<file path="src/rtl/fp_mul_pipe.sv">
// fp_mul_pipe: 3-stage FP32 multiplier (classify / multiply / normalise+pack)
// with valid/ready handshakes, truncating rounding and flush-to-zero subnormals.
module fp_mul_pipe #(
  parameter int TAG_W = 4
) (
  input  logic             i_clk,
  input  logic             i_rst,
  input  logic             i_valid,
  output logic             o_ready,
  input  logic [31:0]      i_fp1,
  input  logic [31:0]      i_fp2,
  input  logic [TAG_W-1:0] i_tag,
  output logic             o_valid,
  input  logic             i_ready,
  output logic [31:0]      o_fp,
  output logic [TAG_W-1:0] o_tag
);

  localparam logic [31:0] QNAN = 32'h7FC0_0000;

  logic w_adv;

  // Stage 1 registers: classification, exponent sum, significands
  logic                    r_v1, r_s1, r_nan1, r_inf1, r_zero1;
  logic signed [9:0]       r_es1;
  logic [23:0]             r_siga, r_sigb;
  logic [TAG_W-1:0]        r_tag1;

  // Stage 2 registers: raw 48-bit product
  logic                    r_v2, r_s2, r_nan2, r_inf2, r_zero2;
  logic signed [9:0]       r_es2;
  logic [47:0]             r_prod;
  logic [TAG_W-1:0]        r_tag2;

  // Stage 3 registers: packed result
  logic                    r_v3;
  logic [31:0]             r_fp;
  logic [TAG_W-1:0]        r_tag;

  logic [7:0]              w_e1, w_e2;
  logic                    w_inf1, w_inf2, w_zero1, w_zero2;
  logic signed [9:0]       w_es;
  logic [47:0]             w_prod;
  logic signed [9:0]       w_e;
  logic [22:0]             w_man;
  logic [31:0]             w_fp;

  // A single advance signal stalls the whole pipe only when the output is held.
  assign w_adv   = ~r_v3 | i_ready;
  assign o_ready = w_adv;
  assign o_valid = r_v3;
  assign o_fp    = r_fp;
  assign o_tag   = r_tag;

  assign w_e1    = i_fp1[30:23];
  assign w_e2    = i_fp2[30:23];
  assign w_inf1  = (w_e1 == 8'hFF);
  assign w_inf2  = (w_e2 == 8'hFF);
  assign w_zero1 = (w_e1 == 8'h00);
  assign w_zero2 = (w_e2 == 8'h00);
  assign w_es    = $signed({2'b00, w_e1}) + $signed({2'b00, w_e2}) - 10'sd127;

  assign w_prod  = {24'h0, r_siga} * {24'h0, r_sigb};

  assign w_e     = r_prod[47] ? (r_es2 + 10'sd1) : r_es2;
  assign w_man   = r_prod[47] ? r_prod[46:24] : r_prod[45:23];

  // NOTE: every output of an always_comb gets a default first so no latch is inferred.
  always_comb begin
    w_fp = {r_s2, w_e[7:0], w_man};
    if (r_nan2)                w_fp = QNAN;
    else if (r_inf2)           w_fp = {r_s2, 8'hFF, 23'h0};
    else if (r_zero2)          w_fp = {r_s2, 31'h0};
    else if (w_e >= 10'sd255)  w_fp = {r_s2, 8'hFF, 23'h0};
    else if (w_e <= 10'sd0)    w_fp = {r_s2, 31'h0};
  end

  // NOTE: sequential state uses non-blocking assignments so all stages shift on the same edge.
  always_ff @(posedge i_clk) begin
    if (i_rst) begin
      r_v1  <= 1'b0;
      r_v2  <= 1'b0;
      r_v3  <= 1'b0;
      r_fp  <= 32'h0;
      r_tag <= '0;
    end else if (w_adv) begin
      r_v1  <= i_valid;
      r_v2  <= r_v1;
      r_v3  <= r_v2;
      r_fp  <= w_fp;
      r_tag <= r_tag2;
    end
  end

  // NOTE: internal datapath registers are not reset; their stage valid bit qualifies them.
  always_ff @(posedge i_clk) begin
    if (w_adv) begin
      r_s1    <= i_fp1[31] ^ i_fp2[31];
      r_nan1  <= (w_inf1 | w_inf2) & (w_zero1 | w_zero2);
      r_inf1  <= w_inf1 | w_inf2;
      r_zero1 <= w_zero1 | w_zero2;
      r_es1   <= w_es;
      r_siga  <= {1'b1, i_fp1[22:0]};
      r_sigb  <= {1'b1, i_fp2[22:0]};
      r_tag1  <= i_tag;

      r_s2    <= r_s1;
      r_nan2  <= r_nan1;
      r_inf2  <= r_inf1;
      r_zero2 <= r_zero1;
      r_es2   <= r_es1;
      r_prod  <= w_prod;
      r_tag2  <= r_tag1;
    end
  end

endmodule
</file>
<file path="config.mk">
export PLATFORM = sky130hd
export DESIGN_NAME = fp_mul_pipe
export DESIGN_NICKNAME = d
export VERILOG_FILES = /design/src/rtl/fp_mul_pipe.sv
export SDC_FILE = /design/constraint.sdc
export NUM_CORES = 2
export LEC_CHECK = 0
export ABC_AREA = 1
export BUFFER_PORTS_ARGS = -buffer_cell sky130_fd_sc_hd__buf_2
export CAP_MARGIN = 20
export CORE_AREA = 3 3 220 222
export CTS_BUF_LIST = sky130_fd_sc_hd__clkbuf_16
export CTS_CLUSTER_DIAMETER = 120
export DETAILED_ROUTE_END_ITERATION = 7
export DIE_AREA = 0 0 223 225
export PLACE_DENSITY = 0.72
export SYNTH_ARGS = -nofsm -noshare
export SYNTH_HDL_FRONTEND = slang
export SYNTH_SLANG_ARGS = --single-unit
</file>
<file path="constraint.sdc">
create_clock -name i_clk -period 17.1 [get_ports i_clk]
set_input_delay 1.71 -clock i_clk [delete_from_list [all_inputs] [get_ports i_clk]]
set_output_delay 1.71 -clock i_clk [all_outputs]
set_load 0.05 [all_outputs]
</file>
==> impl_results.md <==
- Status: complete, no violations
- CTS HTree Levels: 4
- Synthesized area: 25400 um2
- Fmax achieved: 0.140 GHz
- Unrepaired setup endpoints after global routing: no
- Post-route minimum period: 7.17 ns
- Die width: 223 um
- Clock latency at the later pin of the worst-skew pair: 0.49 ns
- Routed len/inst: 17.6 um
- DP Area: 26600 um2
- Most Crowded Layer GR: met2
- Overall Global Routing Usage: 28.2%
- Crit path arrival time: 7.40 ns
- Core Box Area: 46600 um2
- Vias: 19900
- First-pass GRT wire length: 110000 um
- R2r endpoint: r_prod[32]
- Crit Path Category: register to register
- Hpwl dp: 51700 um
- Crit start category: register
- Bufs on Longest Clock Path: 2
- Row count: 79
- Launching point of the worst reg2reg path: r_siga[17]
- Layout cell share with drive strength beyond 1: 6.46%
- Post-CTS setup buffer count: 0
- Worst Hold Depth: 0
- Crit. End Element: register
- Avg Cell Area, Syn: 8.10 um2
- Initial antenna violation count: 0
- Hold EP: r_es2[0]
- Final-stage net count: 3944
- Critical path required time: 17.33 ns
- Initial Util: 54.6%
- Relative slew slack: 17.0%
- Setup violations, final: 0
- Finished Cell Area: 27400 um2
- Clock sinks: 146
- ANT nets after route: 0
- Final hold vios: 0
- Clock-pin transition on the worst setup and hold timing paths: 0.07 ns
- Pin count of the biggest net entering global routing: 65
- Hold Crit Class: register to register
- Hold buffers post-CTS: 0
- Met2 Track Usage GR: 47.0%
- CTS tree: built
- Max cap viols: 0
- Port Buffers: 109
- Register bit total from synthesis: 146
- Met1 Use GR: 36.1%
- Cell count after synthesis: 3142
- Vias in the first global route: 21500
- R2R depth: 24
- Router iterations before antenna repair: 6
- Die area: 50200 um2
- Diode count: 0
- Asr flop ratio synth: 0%
- Seq/Total Area, Yosys: 15.7%
- GPL Wtd Cong: 0.931
- P&R area growth vs syn: 7.85%
- Post-synth EDFFs: 107
- Post-route clock period utilization: 41.9%
- Syn_nets: 3881
- Routed wire length: 67500 um
- Worst Max-Slew Pin Slew: 1.25 ns
- Post-synth cell types: 42
- Io pins: 110
- Initial DRC Count: 1502
- Total gr overflow: 0
- Die H: 225 um
- Max-slew violations: 0
- Residual DRC count: 0
- Synth warn: 0
- Fin util: 58.9%
- Setup TNS Final: 0 ns
- GR Util met3: 5.39%
- DR vias/cell: 5.20
- Hold Crit Start: r_es1[0]
- Max FO, Critical Path: 24
- Skew final: 0.0130 ns
- CTS root buf: clkbuf_16
- Post-CTS resize count: 0
- Most used DFF post-synth: edfxtp_1
- R2r setup slk: 9.93 ns
- Total CTS buffers: 17
==> worst max-delay path: stages, from the launching register on <==
cell and delay [ns]:
edfxtp_1 1.18, nand2_1 0.21, fa_1 0.59, inv_1 0.06, fa_1 0.50, inv_1 0.06
fa_1 0.46, fa_1 0.54, inv_1 0.05, fa_1 0.49, fa_1 0.49, inv_1 0.05
fa_1 0.56, inv_1 0.08, ha_1 0.30, nand2_1 0.07, nand2_1 0.06, a31oi_1 0.33
o21ai_0 0.15, a21oi_1 0.14, nand2_1 0.20, nand2_1 0.14, nand2_1 0.06, nand2_1 0.06
nand2_1 0.08
==> flip-flops by register name, indices dropped and copies added, names as in the netlist <==
| name | count |
|---|---|
| o_fp | 32 |
| r_siga | 23 |
| r_nan2 | 1 |
| o_tag | 4 |
| o_valid | 1 |
| r_inf2 | 1 |
| r_s1 | 1 |
| r_tag1 | 4 |
| r_v1 | 1 |
| r_zero1 | 1 |
| r_zero2 | 1 |
| r_sigb | 23 |
| r_tag2 | 4 |
| r_nan1 | 1 |
| r_v2 | 1 |
| r_es2 | 10 |
| r_es1 | 10 |
| r_prod | 25 |
| r_inf1 | 1 |
| r_s2 | 1 |
==> layout by cell type (no fill, tap or decap), types with 8 or more instances in the layout <==
cell type and count:
a21oi_1 94, buf_16 8, buf_2 109, buf_4 34, clkbuf_16 18, dfxtp_1 39
edfxtp_1 107, fa_1 482, ha_1 185, inv_1 963, nand2_1 814, nand3_1 50
nand4_1 37, nor2_1 111, nor3_1 8, o21ai_0 44, o21bai_1 9, xor2_1 19
==> worst max-delay path by stage <==
stage / slack, ns / from / end / cells past startpoint
final: 9.93 / r_siga[17] / r_prod[32] / 24
after global routing: 9.56 / r_siga[17] / r_prod[42] / 23
after CTS: 10.03 / r_siga[16] / r_prod[42] / 23
after detailed placement: 10.06 / r_siga[10] / r_prod[42] / 23
after global placement: 10.07 / r_siga[17] / r_prod[42] / 23
after floorplan: 9.99 / i_ready / o_ready / 3
==> cell type report <==
| class | count | area (um2) |
|---|---|---|
| Clock buffer | 18 | 450 |
| Clock inverter | 14 | 150 |
| Fill cell | 4196 | 19100 |
| Inverter | 969 | 3640 |
| Multi-Input combinational cell | 1915 | 17300 |
| Sequential cell | 146 | 3990 |
| Tap cell | 607 | 759 |
| Timing Repair Buffer | 156 | 1100 |
==> per-layer routing <==
| metal | share of wire, % | vias to the layer above |
|---|---|---|
| li1 | - | 9169 |
| met2 | 48 | 764 |
| met3 | 7.3 | 188 |
| met5 | 0 | - |
| met4 | 4.3 | 0 |
| met1 | 40 | 9754 |
==> metrics by stage <==
step | hold slack, ns | std cells | setup slack, ns
after floorplan | 0.400 | 3142 | 9.99
after global placement | 0.401 | 3780 | 10.07
after detailed placement | 0.405 | 3783 | 10.06
after CTS | 0.421 | 3815 | 10.03
after global routing | 0.428 | 3825 | 9.56
final | 0.422 | 3825 | 9.93
==> synth_stat cells, types with 2 or more instances <==
library cell | instances | area share, %
a21boi_0 | 6 | 0.18
a21o_1 | 5 | 0.15
a21oi_1 | 94 | 1.8
a31oi_1 | 6 | 0.15
and2_1 | 2 | 0.049
and3_1 | 3 | 0.074
buf_2 | 2 | 0.039
buf_6 | 5 | 0.22
clkbuf_1 | 104 | 1.5
dfxtp_1 | 39 | 3.1
edfxtp_1 | 107 | 13
fa_1 | 482 | 38
ha_1 | 185 | 9.1
inv_1 | 964 | 14
inv_2 | 4 | 0.059
nand2_1 | 814 | 12
nand2_2 | 3 | 0.074
nand3_1 | 50 | 0.98
nand4_1 | 37 | 0.91
nor2_1 | 112 | 1.7
nor2_2 | 4 | 0.098
nor2_4 | 2 | 0.089
nor3_1 | 8 | 0.16
nor4_1 | 7 | 0.17
o21a_1 | 6 | 0.18
o21ai_0 | 44 | 0.87
o21bai_1 | 9 | 0.27
o311ai_0 | 2 | 0.069
xnor2_1 | 5 | 0.17
xor2_1 | 19 | 0.65
==> logic make-up (layout without fill, tap and decap cells) <==
group / Yosys count / in the layout / synth area share, %
buffers and inverters: 1081 / 1157 / 16.1
AND/OR/NAND/NOR: 1046 / 1046 / 16.4
AO/OA/AOI/OAI: 178 / 178 / 3.92
adder cells (fa/ha/maj): 667 / 667 / 47.0
XOR/XNOR: 24 / 24 / 0.826
flip-flops: 146 / 146 / 15.7
Power is not shown: default switching activity piles up to over one toggle a cycle in this logic, so the estimate is an artifact.
